`src/rtl/mux_4x_arbiter_if.sv`:
```
// Handshake and data bundle between four requesters, the arbiter and its downstream consumer.
// The master modport is the arbiter side; slave is the requester/consumer side.
interface mux_4x_arbiter_if #(
  parameter int unsigned BUS_WIDTH = 8
);
  logic [3:0]           req;
  logic [BUS_WIDTH-1:0] a;
  logic [BUS_WIDTH-1:0] b;
  logic [BUS_WIDTH-1:0] c;
  logic [BUS_WIDTH-1:0] d;
  logic [3:0]           grant;
  logic [1:0]           sel;
  logic [BUS_WIDTH-1:0] y_data;
  logic                 y_valid;
  logic                 y_ready;

  modport master (
    input  req, a, b, c, d, y_ready,
    output grant, sel, y_data, y_valid
  );

  modport slave (
    output req, a, b, c, d, y_ready,
    input  grant, sel, y_data, y_valid
  );
endinterface

```
`src/rtl/mux_4x_arbiter.sv`:
```
// Round-robin arbiter sharing one 4:1 mux path; registers the winning word for a valid/ready sink.
// Define MUX_ARB_FIXED_PRIO_EN for fixed priority (lowest index wins, no rotating pointer).
module mux_4x_arbiter #(
  parameter int unsigned BUS_WIDTH = 8
) (
  input logic              clk,
  input logic              reset,
  mux_4x_arbiter_if.master bus
);

  typedef enum logic [0:0] {StIdle, StBusy} state_e;

  state_e               state_q, state_d;
  logic [1:0]           sel_q, sel_d;
  logic [BUS_WIDTH-1:0] y_data_q, y_data_d;
  logic                 y_valid_q, y_valid_d;
  logic [3:0]           grant_q, grant_d;
  logic [1:0]           win;
  logic [BUS_WIDTH-1:0] win_data;

`ifdef MUX_ARB_FIXED_PRIO_EN
  always_comb begin
    win = 2'd0;
    for (int i = 3; i >= 0; i--) begin
      if (bus.req[i]) win = 2'(i);
    end
  end
`else
  logic [1:0] ptr_q, ptr_d;

  // Scan from the farthest offset down so the first hit after ptr wins.
  always_comb begin
    logic [1:0] idx;
    win = 2'd0;
    for (int i = 3; i >= 0; i--) begin
      idx = ptr_q + 2'(i);
      if (bus.req[idx]) win = idx;
    end
  end
`endif

  always_comb begin
    win_data = bus.a;
    unique case (win)
      2'd0: win_data = bus.a;
      2'd1: win_data = bus.b;
      2'd2: win_data = bus.c;
      2'd3: win_data = bus.d;
    endcase
  end

  always_comb begin
    state_d   = state_q;
    sel_d     = sel_q;
    y_data_d  = y_data_q;
    y_valid_d = y_valid_q;
    grant_d   = 4'b0000;
`ifndef MUX_ARB_FIXED_PRIO_EN
    ptr_d     = ptr_q;
`endif
    unique case (state_q)
      StIdle: begin
        if (bus.req != 4'b0000) begin
          sel_d     = win;
          y_data_d  = win_data;
          y_valid_d = 1'b1;
          grant_d   = 4'b0001 << win;
          state_d   = StBusy;
        end
      end
      StBusy: begin
        // Transfer always drops back to idle, leaving a deliberate one-cycle bubble.
        if (bus.y_ready) begin
          y_valid_d = 1'b0;
          state_d   = StIdle;
`ifndef MUX_ARB_FIXED_PRIO_EN
          ptr_d     = sel_q + 2'd1;
`endif
        end
      end
      default: state_d = StIdle;
    endcase
  end

  always_ff @(posedge clk) begin
    if (reset) begin
      state_q   <= StIdle;
      sel_q     <= 2'd0;
      y_data_q  <= '0;
      y_valid_q <= 1'b0;
      grant_q   <= 4'b0000;
`ifndef MUX_ARB_FIXED_PRIO_EN
      ptr_q     <= 2'd0;
`endif
    end else begin
      state_q   <= state_d;
      sel_q     <= sel_d;
      y_data_q  <= y_data_d;
      y_valid_q <= y_valid_d;
      grant_q   <= grant_d;
`ifndef MUX_ARB_FIXED_PRIO_EN
      ptr_q     <= ptr_d;
`endif
    end
  end

  assign bus.grant   = grant_q;
  assign bus.sel     = sel_q;
  assign bus.y_data  = y_data_q;
  assign bus.y_valid = y_valid_q;

endmodule

```
`src/flat_wrapper.sv`:
```
// flat-port wrapper written by rule: the top's interface ports become plain ports
module mux_4x_arbiter_flat 
#(
  parameter int unsigned BUS_WIDTH = 8
)
  (clk, reset, bus_req, bus_a, bus_b, bus_c, bus_d, bus_y_ready, bus_grant, bus_sel, bus_y_data, bus_y_valid);
  mux_4x_arbiter_if #(.BUS_WIDTH(BUS_WIDTH)) bus_i ();
  input logic clk;
  input logic reset;
  input wire logic [$bits(bus_i.req)-1:0] bus_req;
  input wire logic [$bits(bus_i.a)-1:0] bus_a;
  input wire logic [$bits(bus_i.b)-1:0] bus_b;
  input wire logic [$bits(bus_i.c)-1:0] bus_c;
  input wire logic [$bits(bus_i.d)-1:0] bus_d;
  input wire logic [$bits(bus_i.y_ready)-1:0] bus_y_ready;
  output wire logic [$bits(bus_i.grant)-1:0] bus_grant;
  output wire logic [$bits(bus_i.sel)-1:0] bus_sel;
  output wire logic [$bits(bus_i.y_data)-1:0] bus_y_data;
  output wire logic [$bits(bus_i.y_valid)-1:0] bus_y_valid;
  assign bus_i.req = bus_req;
  assign bus_i.a = bus_a;
  assign bus_i.b = bus_b;
  assign bus_i.c = bus_c;
  assign bus_i.d = bus_d;
  assign bus_i.y_ready = bus_y_ready;
  assign bus_grant = bus_i.grant;
  assign bus_sel = bus_i.sel;
  assign bus_y_data = bus_i.y_data;
  assign bus_y_valid = bus_i.y_valid;
  mux_4x_arbiter #(.BUS_WIDTH(BUS_WIDTH)) u_core (.clk(clk), .reset(reset), .bus(bus_i));
endmodule
```
`config.mk`:
```
export PLATFORM = sky130hd
export DESIGN_NAME = mux_4x_arbiter_flat
export DESIGN_NICKNAME = d
export VERILOG_FILES = /design/src/rtl/mux_4x_arbiter_if.sv /design/src/rtl/mux_4x_arbiter.sv /design/src/flat_wrapper.sv
export SDC_FILE = /design/constraint.sdc
export NUM_CORES = 1
export LEC_CHECK = 0
export ABC_AREA = 1
export BUFFER_PORTS_ARGS = -buffer_cell sky130_fd_sc_hd__buf_2
export CORE_UTILIZATION = 47
export DETAILED_ROUTE_END_ITERATION = 8
export GPL_TIMING_DRIVEN = 1
export HOLD_SLACK_MARGIN = 0.15
export PLACE_DENSITY = 0.8
export SETUP_SLACK_MARGIN = 0.4
export SYNTH_ARGS = -nofsm -noshare
export SYNTH_HDL_FRONTEND = slang
export SYNTH_SLANG_ARGS = --single-unit
```
`constraint.sdc`:
```
create_clock -name clk -period 2.1 [get_ports clk]
set_clock_uncertainty 0.2 [all_clocks]
set_input_delay 0.105 -clock clk [delete_from_list [all_inputs] [get_ports clk]]
set_output_delay 0.105 -clock clk [all_outputs]
set_load 0.01 [all_outputs]
```
Word-level counts from Yosys, hierarchy flattened. Cells that the tools add are included.

Register bits after elaboration: 18. Bits of input ports: 39. Output and inout bits: 15. Word-level logic and storage cells: 47.

Add/subtract/negate cells: 4. Magnitude comparators: 4. Equality and inequality tests: 5. Shift-type cells: 1. Mux-type cells: 19. Bitwise logic cells: 2. Reduce and logical (&&, ||, !) cells: 6.

Operators with widths (number): 8-bit one-hot mux with 4 select lines (1); 2-bit by 3-bit less-than comparator with 1-bit output, second input constant (4); 1-bit binary-select mux with 2-bit select (4); 1-bit 2-to-1 mux (8); 2-bit 2-to-1 mux (4); 2-bit AND reduction (3); 2-bit by 1-bit adder with 2-bit output, second input constant (2); 2-bit adder, second input constant (2); 2-bit equality test, second input constant (2); 1-bit one-hot mux with 2 select lines (2); 4-bit nonzero test (1); 1-bit by 2-bit left shift with 4-bit output, first input constant (1); 3-bit OR reduction (1); 2-bit by 1-bit equality test with 1-bit output, second input constant (1); 2-bit zero test (1); 2-bit by 1-bit inequality test with 1-bit output, second input constant (1); 2-bit inequality test, second input constant (1); 1-bit NOT (2).

Depth between registers and ports, before layout. Gate-level depths: netlist of run 1.

Depth in word-level cells: 9. Mapped depth: 16. Mapped depth without buffers: 15.

Least setup slack after synthesis of run 1. Ideal clock, no wire load.

Path type: register to register. From: reg u_core.ptr_q[0]. To: reg u_core.y_data_q[1], in the netlist u_core.bus.y_data[1]. Library setup time: 0.112 ns. Data arrival time: 1.390 ns. Data required time: 1.788 ns. Slack: 0.398 ns. Cell stages (with the launch flop): 16. Buffers on the path: 2. Clock period less this slack: 1.702 ns. Cell sequence: dfxtp_1 -> buf_6 -> nand2_1 -> nand2_2 -> inv_2 -> nand2_2 -> nand2_1 -> inv_1 -> nand2_2 -> nand2_4 -> nand3_4 -> buf_12 -> nor2_2 -> nor2_1 -> nand2_1 -> nand2_1.

Cells in the longest elaborated chain, start to end: 9. Elaborated cells between the ends (all ways): 20. Classes of those cells: add/sub (3); eq/ne (3); mux (13); reduce/logical (1).

RTL lines: start: declaration (RTL line mux_4x_arbiter.sv:29) `logic [1:0] ptr_q, ptr_d;`; start signal: assignment (RTL line mux_4x_arbiter.sv:102) `ptr_q <= ptr_d;`; 2-bit adder (RTL line mux_4x_arbiter.sv:36) `idx = ptr_q + 2'(i);`; 1-bit binary-select mux with 2-bit select (RTL line mux_4x_arbiter.sv:37) `if (bus.req[idx]) win = idx;`; 1-bit 2-to-1 mux (implied by the code) (RTL line mux_4x_arbiter.sv:37); 2-bit 2-to-1 mux (3 in a row) (RTL line mux_4x_arbiter.sv:37); 2-bit 2-to-1 mux (*) (RTL line mux_4x_arbiter.sv:37); 2-bit equality test, or another cell as far along (RTL line mux_4x_arbiter.sv:44) `unique case (win)`; 8-bit one-hot mux with 4 select lines (*) (RTL line mux_4x_arbiter.sv:44); end signal: assignment (RTL line mux_4x_arbiter.sv:98) `y_data_q <= y_data_d;`; end: declaration (RTL line mux_4x_arbiter.sv:15) `logic [BUS_WIDTH-1:0] y_data_q, y_data_d;`.

Every way passes the cells marked *; elsewhere a longest branch is shown, timed or not. The select of a mux whose other input is x is not followed. A chain may end at the register's enable or synchronous reset.

Worst setup path in the final report of run 1.
From: reg u_core.ptr_q[0]. To: reg u_core.y_data_q[0], in the netlist u_core.bus.y_data[0].

Same word-level chain as after synthesis.

==> impl_metrics.ini, run 1 <==
[power]
swShare = 0.432
clockPowerShare = 0.163
pwr-share-comb = 0.538
switchingPower_uw = 599
ir_drop_v = 0.000629
pwr-share-seq = 0.298
powerDensity_nw_per_um2 = 637
power.leakage_uw = 0.00112
p_int_uw = 789

[clock_tree]
clkSlewWorstSetupHoldPaths_ps = 110
cts-root-buf = clkbuf_4
cts.sinks = 18
clkLatencyLatePin_ps = 300
cts_buffers = 3
cts_tree = yes
max-clock-path-buffers = 2
htree_levels = 1

[timing]
max_freq_ghz = 0.488
hold_ws_ps = 279
hold_violations = 0
relSlewSlack = 0.694
timing.final.crit_share = 0.976
grt_setup_unrepaired = yes
fin_ws_ps = 50.3
drv_slew = 0
worst_pin_slew_ps = 458
post-route-min-period_ps = 2050
report.final.setup_viol = 0

[setup_path]
r2r-start = u_core.ptr_q[0]$_SDFFE_PP0P_
worst_setup_path_start_kind = flop
endpoint = u_core.bus.y_data[0]$_SDFFE_PP0P_
crit_arrival_ps = 2110
critPathKind = flop to flop
path_max_fanout = 12
cp-end-kind = flop
r2r_cells = 12
regToRegSetupSlack_ps = 50
worstSetupStartpoint = u_core.ptr_q[0]$_SDFFE_PP0P_
reg2reg_to = u_core.bus.y_data[0]$_SDFFE_PP0P_
cp.required_ps = 2160

[global_routing]
grt_pass1_vias = 1692
gr-total-overflow = 0
grt_pass1_wl_mm = 7.96
grt_max_degree = 13
antenna_found_initial = 0
grt_usage = 0.397

[floorplan]
initial_utilization = 0.494
dieHeight_um = 52.8
io_pins = 54
core_um2 = 2450
die_x_um = 52.8
fp-row-count = 18
die_area_um2 = 2790

[yosys]
synth_area_leader_cell = dfxtp_1
syn_inst = 183
synth_area_per_cell_um2 = 6.63
synth_top_area_share = 0.297
synth_area_leaders = dfxtp_1 (30%), nand2_1 (20%), nand3_1 (5.8%)
synth_fp_nets = 222
yosysUniqueCellTypes = 23
synth-seq-cells = 18
synth.cell_area_um2 = 1210
synth_warnings = 0
ys_seq_area_frac = 0.297

[routing]
via_per_inst = 5.95
via_count = 1904
routedWlPerCell_um = 19.3
drt_pass1_iterations = 9
drtIter0Drc = 130
routed_wl_mm = 6.16
final_antenna_net_count = 0
drc = 0

[final_layout]
drive_gt1_frac = 0.459
syn2layout_area_growth_pct = 79.6
finalInstanceArea_um2 = 2180
post-route-util = 0.888
fin_nets = 330
antenna_cells = 0

[job]
cap_viol_max_count = 0

[placement]
place_area_um2 = 1460
post-place-ws_ps = 90.5
gp_congestion = 0.779
hpwl_mm = 2.22
numPortBuffers = 53

[status]
status = finished, final reports clean

[worst_hold_path]
hp-class = flop to flop
hold_depth = 1
-- registers in the layout, summed over array words and instances, names as in the netlist --
name	count
u_core.bus.y_data	8
u_core.bus.sel	2
u_core.bus.grant	4
u_core.bus.y_valid	1
u_core.ptr_q	2
u_core.state_q	1
-- area by class of cell --
| cell class | count | area [µm²] |
|---|---|---|
| timing repair buffer | 105 | 769 |
| multi-input combinational | 142 | 877 |
| fill | 97 | 275 |
| tap | 30 | 37.5 |
| clock buffer | 4 | 36.3 |
| sequential | 18 | 368 |
| inverter | 21 | 91.3 |
-- worst max-delay path: stages (launching register included) --
cell and delay, ps:
dfxtp_4 390, buf_6 130, o21ai_4 180, nand2_1 80, nand2_1 90, nand2_2 70
nand2_4 100, nand2_8 90, inv_4 150, nand4_1 220, nand3_2 170, nand2_1 70
nand2_1 60
-- layer usage --
metal	vias to the layer above	GRT usage	routed length (µm)	part of all wire
met4	0	0.202	525	0.085
met3	69	0.113	788	0.13
met1	835	0.459	2070	0.34
met5	-	0	0	0
li1	790	-	-	-
met2	210	0.658	2770	0.45
-- synth_stat cells --
| cell type | instances |
|---|---|
| dfxtp_1 | 18 |
| nand2_4 | 5 |
| nor2_2 | 8 |
| a21oi_1 | 3 |
| nor3_1 | 1 |
| nand3_1 | 14 |
| nor2_4 | 1 |
| nor2_1 | 17 |
| nand2_1 | 64 |
| inv_2 | 6 |
| inv_1 | 15 |
| nand4_1 | 5 |
| xnor2_1 | 1 |
| buf_4 | 1 |
| o21ai_0 | 7 |
| buf_6 | 3 |
| nand2_2 | 5 |
| buf_12 | 1 |
| nand3_2 | 2 |
| o21a_1 | 1 |
| o21ai_2 | 1 |
| nor4_1 | 1 |
| nand3_4 | 3 |
-- cell usage in the layout (no fill, tap or decap), drive strengths merged --
| cell type | n |
|---|---|
| a21oi | 3 |
| o21ai | 8 |
| xnor2 | 1 |
| nand4 | 5 |
| o21a | 1 |
| nor2 | 26 |
| dfxtp | 18 |
| nor3 | 1 |
| nand3 | 20 |
| dlygate4sd3 | 36 |
| buf | 69 |
| inv | 21 |
| nand2 | 76 |
| clkbuf | 4 |
| nor4 | 1 |
-- worst min path at each step --
| stage | endpoint | start |
|---|---|---|
| 2_1_floorplan | u_core.bus.y_valid$_SDFFE_PP0P_ | reset |
| 3_3_place_gp | u_core.bus.y_data[2]$_SDFFE_PP0P_ | bus_d[2] |
| 3_5_place_dp | u_core.bus.y_data[6]$_SDFFE_PP0P_ | bus_d[6] |
| 4_1_cts | u_core.bus.y_data[3]$_SDFFE_PP0P_ | u_core.bus.y_data[3]$_SDFFE_PP0P_ |
| 5_1_grt | u_core.bus.y_data[2]$_SDFFE_PP0P_ | u_core.bus.y_data[2]$_SDFFE_PP0P_ |
| 6_report | u_core.bus.y_valid$_SDFFE_PP0P_ | u_core.bus.y_valid$_SDFFE_PP0P_ |
-- stage by stage --
step	std cells	setup TNS, ps	power, µW
after floorplan	183	0	741
after global placement	262	0	817
after detailed placement	262	0	824
after CTS	314	0	1190
after global routing	320	-12.7	1420
final	320	0	1390
-- power groups by stage --
stage	Clock, µW	Combinational [µW]	Sequential [µW]
after detailed placement	0	408	416
after global routing	234	773	416
after global placement	0	401	416
after floorplan	0	314	427
after CTS	216	563	407
final	227	747	414
-- cell families after synthesis --
kind of cell / share of synthesized area
XOR/XNOR: 0.00722
AND/OR/NAND/NOR: 0.526
flip-flops: 0.297
AO/OA/AOI/OAI: 0.0546
buffers and inverters: 0.115
-- what timing repair did --
action	4_1_cts	5_1_grt
endpoints found under the setup margin	14	14
cloned	3	0
pin swaps	19	15
gates resized for setup	23	28
endpoints found under the hold margin	16	0
hold buffers	36	0
setup buffers	9	6
No activity file was read; power rests on OpenSTA's default activity.
==> inputs of run 2 (changes only) <==
clock period = 2.3 ns   (was 2.1 ns; I/O delays follow)
==> impl_metrics.ini, run 2 (same netlist as run 1, synthesis figures left out) <==
[final_layout]
fin_nets = 328
layout_common_cells = buf_2 (53), nand2_1 (52), dlygate4sd3_1 (37), nor2_1 (16), dfxtp_1 (16)
drive_gt1_frac = 0.441
antenna_cells = 0
largest_reg_flops = 8
layout_commonest_cell = buf_2
fin_cells = 318
syn2layout_area_growth_pct = 78.8
finalInstanceArea_um2 = 2170

[global_routing]
grt_max_degree = 16
grt_usage = 0.294
antenna_found_initial = 0
grt_pass1_wl_mm = 5.88
grt_pass1_vias = 1364
gr-total-overflow = 0

[status]
status = finished, final reports clean

[timing]
timing.final.crit_share = 0.871
drv_slew = 0
finalSetupTns_ps = 0
hold_ws_ps = 172
grt_setup_unrepaired = yes
worst_pin_slew_ps = 366
relSlewSlack = 0.754
max_freq_ghz = 0.499
report.final.setup_viol = 0
post-route-min-period_ps = 2000
hold_violations = 0

[clock_tree]
clkSlewWorstSetupHoldPaths_ps = 130
htree_levels = 1
clkLatencyLatePin_ps = 290
cts-root-buf = clkbuf_4
cts_buffers = 3
cts.sinks = 18
max-clock-path-buffers = 2
cts_tree = yes

[job]
cap_viol_max_count = 0

[floorplan]
io_pins = 54
fp-row-count = 18
core_um2 = 2450
initial_utilization = 0.494
die_x_um = 52.8
die_area_um2 = 2790
dieHeight_um = 52.8

[routing]
routed.top_layer = met4
drt-met1-wl_mm = 1.99
via_count = 1780
via_per_inst = 5.60
met2WireLength_mm = 2.51
routedWlPerCell_um = 17.1
drtIter0Drc = 147
wl_met3_um = 611
drc = 0
routed_wl_mm = 5.45
drt_pass1_iterations = 5
final_antenna_net_count = 0

[power]
clockPowerShare = 0.172
swShare = 0.423
pwr-share-seq = 0.313
power.leakage_uw = 0.00112
powerDensity_nw_per_um2 = 557
ir_drop_v = 0.000667
switchingPower_uw = 511
pwr-share-comb = 0.515
p_int_uw = 697

[setup_path]
path_max_fanout = 8
worstSetupStartpoint = u_core.ptr_q[0]$_SDFFE_PP0P_
crit_arrival_ps = 2070
r2r-start = u_core.ptr_q[0]$_SDFFE_PP0P_
critPathKind = flop to flop
cp-end-kind = flop
cp.required_ps = 2370
worst_setup_path_start_kind = flop

[placement]
gp_congestion = 0.790
hpwl_mm = 2.17
place_area_um2 = 1460
dpl.cell_count = 262
numPortBuffers = 53

[worst_hold_path]
hp-class = input pin to flop
hp-start = bus_req[0]
-- run 2: cell types whose count changed in the layout (fill, tap and decap cells not counted), sizes merged --
cell,change
dlymetal6s4s,+2
buf,-5
dlygate4sd3,+1
-- run 2: routing by layer --
metal / track usage / vias up
met3: 0.0638 / 43
met4: 0.0746 / 0
met2: 0.536 / 155
met1: 0.341 / 793
li1: - / 789
met5: 0 / -
-- run 2: power by group through the flow --
stage / clock network, µW / logic, µW / registers, µW
after floorplan: 0 / 286 / 390
after global routing: 212 / 652 / 380
after global placement: 0 / 367 / 379
after detailed placement: 0 / 371 / 379
after CTS: 197 / 433 / 374
final: 208 / 622 / 377
-- run 2: cell type report --
class / count / area [µm²]
Tap cell: 30 / 37.5
Sequential cell: 18 / 368
Timing Repair Buffer: 103 / 754
Clock buffer: 4 / 36.3
Inverter: 21 / 88.8
Multi-Input combinational cell: 142 / 885
Fill cell: 108 / 285
-- run 2: final timing paths --
check,to,slack (ps),depth (start not counted)
worst min-delay path,u_core.state_q$_SDFF_PP0_,170,6
worst min register to register,u_core.bus.y_data[4]$_SDFFE_PP0P_,270,2
worst max register to register,u_core.bus.y_data[2]$_SDFFE_PP0P_,300,13
worst max-delay path,u_core.bus.y_data[2]$_SDFFE_PP0P_,300,13
-- run 2: per-stage QoR --
stage	worst slack [ps]	util	total power [µW]
finish	298	0.884	1210
detailed placement	122	0.596	750
global placement	140	0.596	746
floorplan	598	-	676
CTS	406	0.779	1000
global route	240	0.884	1240
-- run 2: what timing repair did --
action                     in CTS  in global routing
gates cloned                    1                  2
hold endpoints to repair       16                  0
hold buffers                   39                  0
resized for setup               4                 47
setup endpoints to repair      14                 13
buffers inserted                0                 10
pin swaps                       1                 22
-- run 2: worst max-delay path, stage by stage (launching register included) --
cell,delay [ps]
dfxtp_4,420
buf_6,140
nand3_2,70
nand2_2,100
inv_2,50
nand3_4,100
nand3_4,190
nand2_8,140
inv_4,60
nor2_4,140
nand2_1,100
nand2_1,100
nand2_1,70
nand2_1,80
==> inputs of run 3 (changes only) <==
CORE_UTILIZATION = 42   (was 47)
PLACE_DENSITY = 0.75   (was 0.8)
clock period = 1.69 ns   (was 2.3 ns; I/O delays follow)
==> impl_metrics.ini, run 3 (same netlist as run 1, synthesis figures left out) <==
[status]
status = finished, violations left
violations = setup timing

[power]
swShare = 0.407
powerDensity_nw_per_um2 = 738
total_power_uw = 1660
pwr-share-seq = 0.305
clockPowerShare = 0.167
pwr-share-comb = 0.528
p_int_uw = 988
power.leakage_uw = 0.00116
switchingPower_uw = 677
ir_drop_v = 0.000723

[job]
cap_viol_max_count = 0

[final_layout]
layout_common_cells = buf_2 (53), nand2_1 (49), dlygate4sd3_1 (34), nor2_1 (16), dfxtp_1 (16)
finalInstanceArea_um2 = 2260
fin_nets = 333
nFillCells = 153
final-seq-area_um2 = 368
layout_commonest_cell = buf_2
largest_reg_flops = 8
antenna_cells = 0
drive_gt1_frac = 0.478
syn2layout_area_growth_pct = 85.9
multiInputGateArea_um2 = 903

[timing]
fin_ws_ps = -286
hold_ws_ps = 32.8
report.final.setup_viol = 13
drv_slew = 0
worst_pin_slew_ps = 383
relSlewSlack = 0.744
hold_violations = 0
timing.final.crit_share = 1.17
finalSetupTns_ps = -1850
max_freq_ghz = 0.506
post-route-min-period_ps = 1980
grt_setup_unrepaired = yes

[floorplan]
initial_utilization = 0.440
die_area_um2 = 3110
dieHeight_um = 55.8
die_x_um = 55.8
io_pins = 54
fp-row-count = 19
core_um2 = 2760

[routing]
drc = 0
routedWlPerCell_um = 14.9
drt_pass1_iterations = 4
drtIter0Drc = 74
routed_wl_mm = 4.81
via_count = 1674
final_antenna_net_count = 0
via_per_inst = 5.17

[global_routing]
grt_pass1_vias = 1537
grt_max_degree = 13
grt_pass1_wl_mm = 6.69
grt_usage = 0.275
antenna_found_initial = 0
gr-total-overflow = 0

[setup_path]
cp.required_ps = 1710
critPathKind = flop to flop
cp-end-kind = flop
worst_setup_path_start_kind = flop
cp_slowest_cell = dfxtp_4
r2r-start = u_core.ptr_q[0]$_SDFFE_PP0P_
cpLargestDelayFamily = simple AND/OR/NAND/NOR gates
worstPathBufferInverterCount = 2
regToRegSetupSlack_ps = -290
path_max_fanout = 7
cp_cell_sequence = buf_6, o21ai_4, nand2_1, nand2_1, nand2_1, nand2_2, nand2_8, buf_6, nand2_2, nand2_1, o21ai_1, nand2_1, nand2_1, nand2_1
worstSetupStartpoint = u_core.ptr_q[0]$_SDFFE_PP0P_
crit_path_frequent_cell = nand2_1
crit_arrival_ps = 2000
slowest_delay_ps = 390

[placement]
hpwl_mm = 2.31
gp_congestion = 0.867
place_area_um2 = 1640
numPortBuffers = 53

[clock_tree]
clkSlewWorstSetupHoldPaths_ps = 120
cts-root-buf = clkbuf_4
clkLatencyLatePin_ps = 310
cts_tree = yes
cts_buffers = 3
htree_levels = 1
postCtsHoldBufs = 34
max-clock-path-buffers = 2
cts.sinks = 18

[worst_hold_path]
hp-class = input pin to flop
hp-start = bus_req[3]
run 3: cell types whose count changed in the layout (fill, tap and decap cells not counted), moves of 3 or more:
cell / delta
buf_4: +6
dlygate4sd3_1: -3
nand2_1: -3
o21ai_1: +3
run 3: per-layer routing:
| metal | global-route usage | share of wire |
|---|---|---|
| met2 | 0.520 | 0.52 |
| met1 | 0.299 | 0.38 |
| met4 | 0.0964 | 0.040 |
| met3 | 0.0558 | 0.057 |
| met5 | 0 | 0 |
run 3: worst paths after layout:
kind | to | cells after the start
worst max-delay path | u_core.bus.y_data[6]$_SDFFE_PP0P_ | 14
worst min-delay path | u_core.state_q$_SDFF_PP0_ | 6
worst max register to register | u_core.bus.y_data[6]$_SDFFE_PP0P_ | 14
worst min register to register | u_core.bus.y_data[6]$_SDFFE_PP0P_ | 2
run 3: tightest hold or removal path, stage by stage:
cell and delay (ps):
buf_2 90, nor4_1 50, buf_4 130, inv_1 40, o21ai_0 60, inv_1 40
run 3: repair_timing:
item,CTS,global route
buffers inserted,2,3
resized for setup,20,29
cloned,1,2
hold endpoints to repair,18,1
setup endpoints to repair,14,14
pin swaps,10,18
run 3: area by class of cell:
class                           instances  share of cell area
Clock buffer                            4              0.0161
Inverter                               21              0.0405
Multi-Input combinational cell        141               0.400
Sequential cell                        18               0.163
Tap cell                               31              0.0172
Timing Repair Buffer                  108               0.358
Timing Repair inverter                  1             0.00499
run 3: stage by stage:
stage          utilization  setup WS [ps]  cells
6_report             0.818           -286    324
5_1_grt              0.818           -397    324
4_1_cts              0.766          -75.2    319
3_5_place_dp         0.593           -139    278
3_3_place_gp         0.593           -114    278
2_1_floorplan            -          -2.96    183
run 3: power by group through the flow:
| stage | registers, µW | clock network [µW] | logic [µW] |
|---|---|---|---|
| 2_1_floorplan | 532 | 0 | 402 |
| 4_1_cts | 505 | 280 | 717 |
| 6_report | 507 | 278 | 879 |
| 3_3_place_gp | 512 | 0 | 593 |
| 3_5_place_dp | 513 | 0 | 599 |
| 5_1_grt | 512 | 303 | 939 |
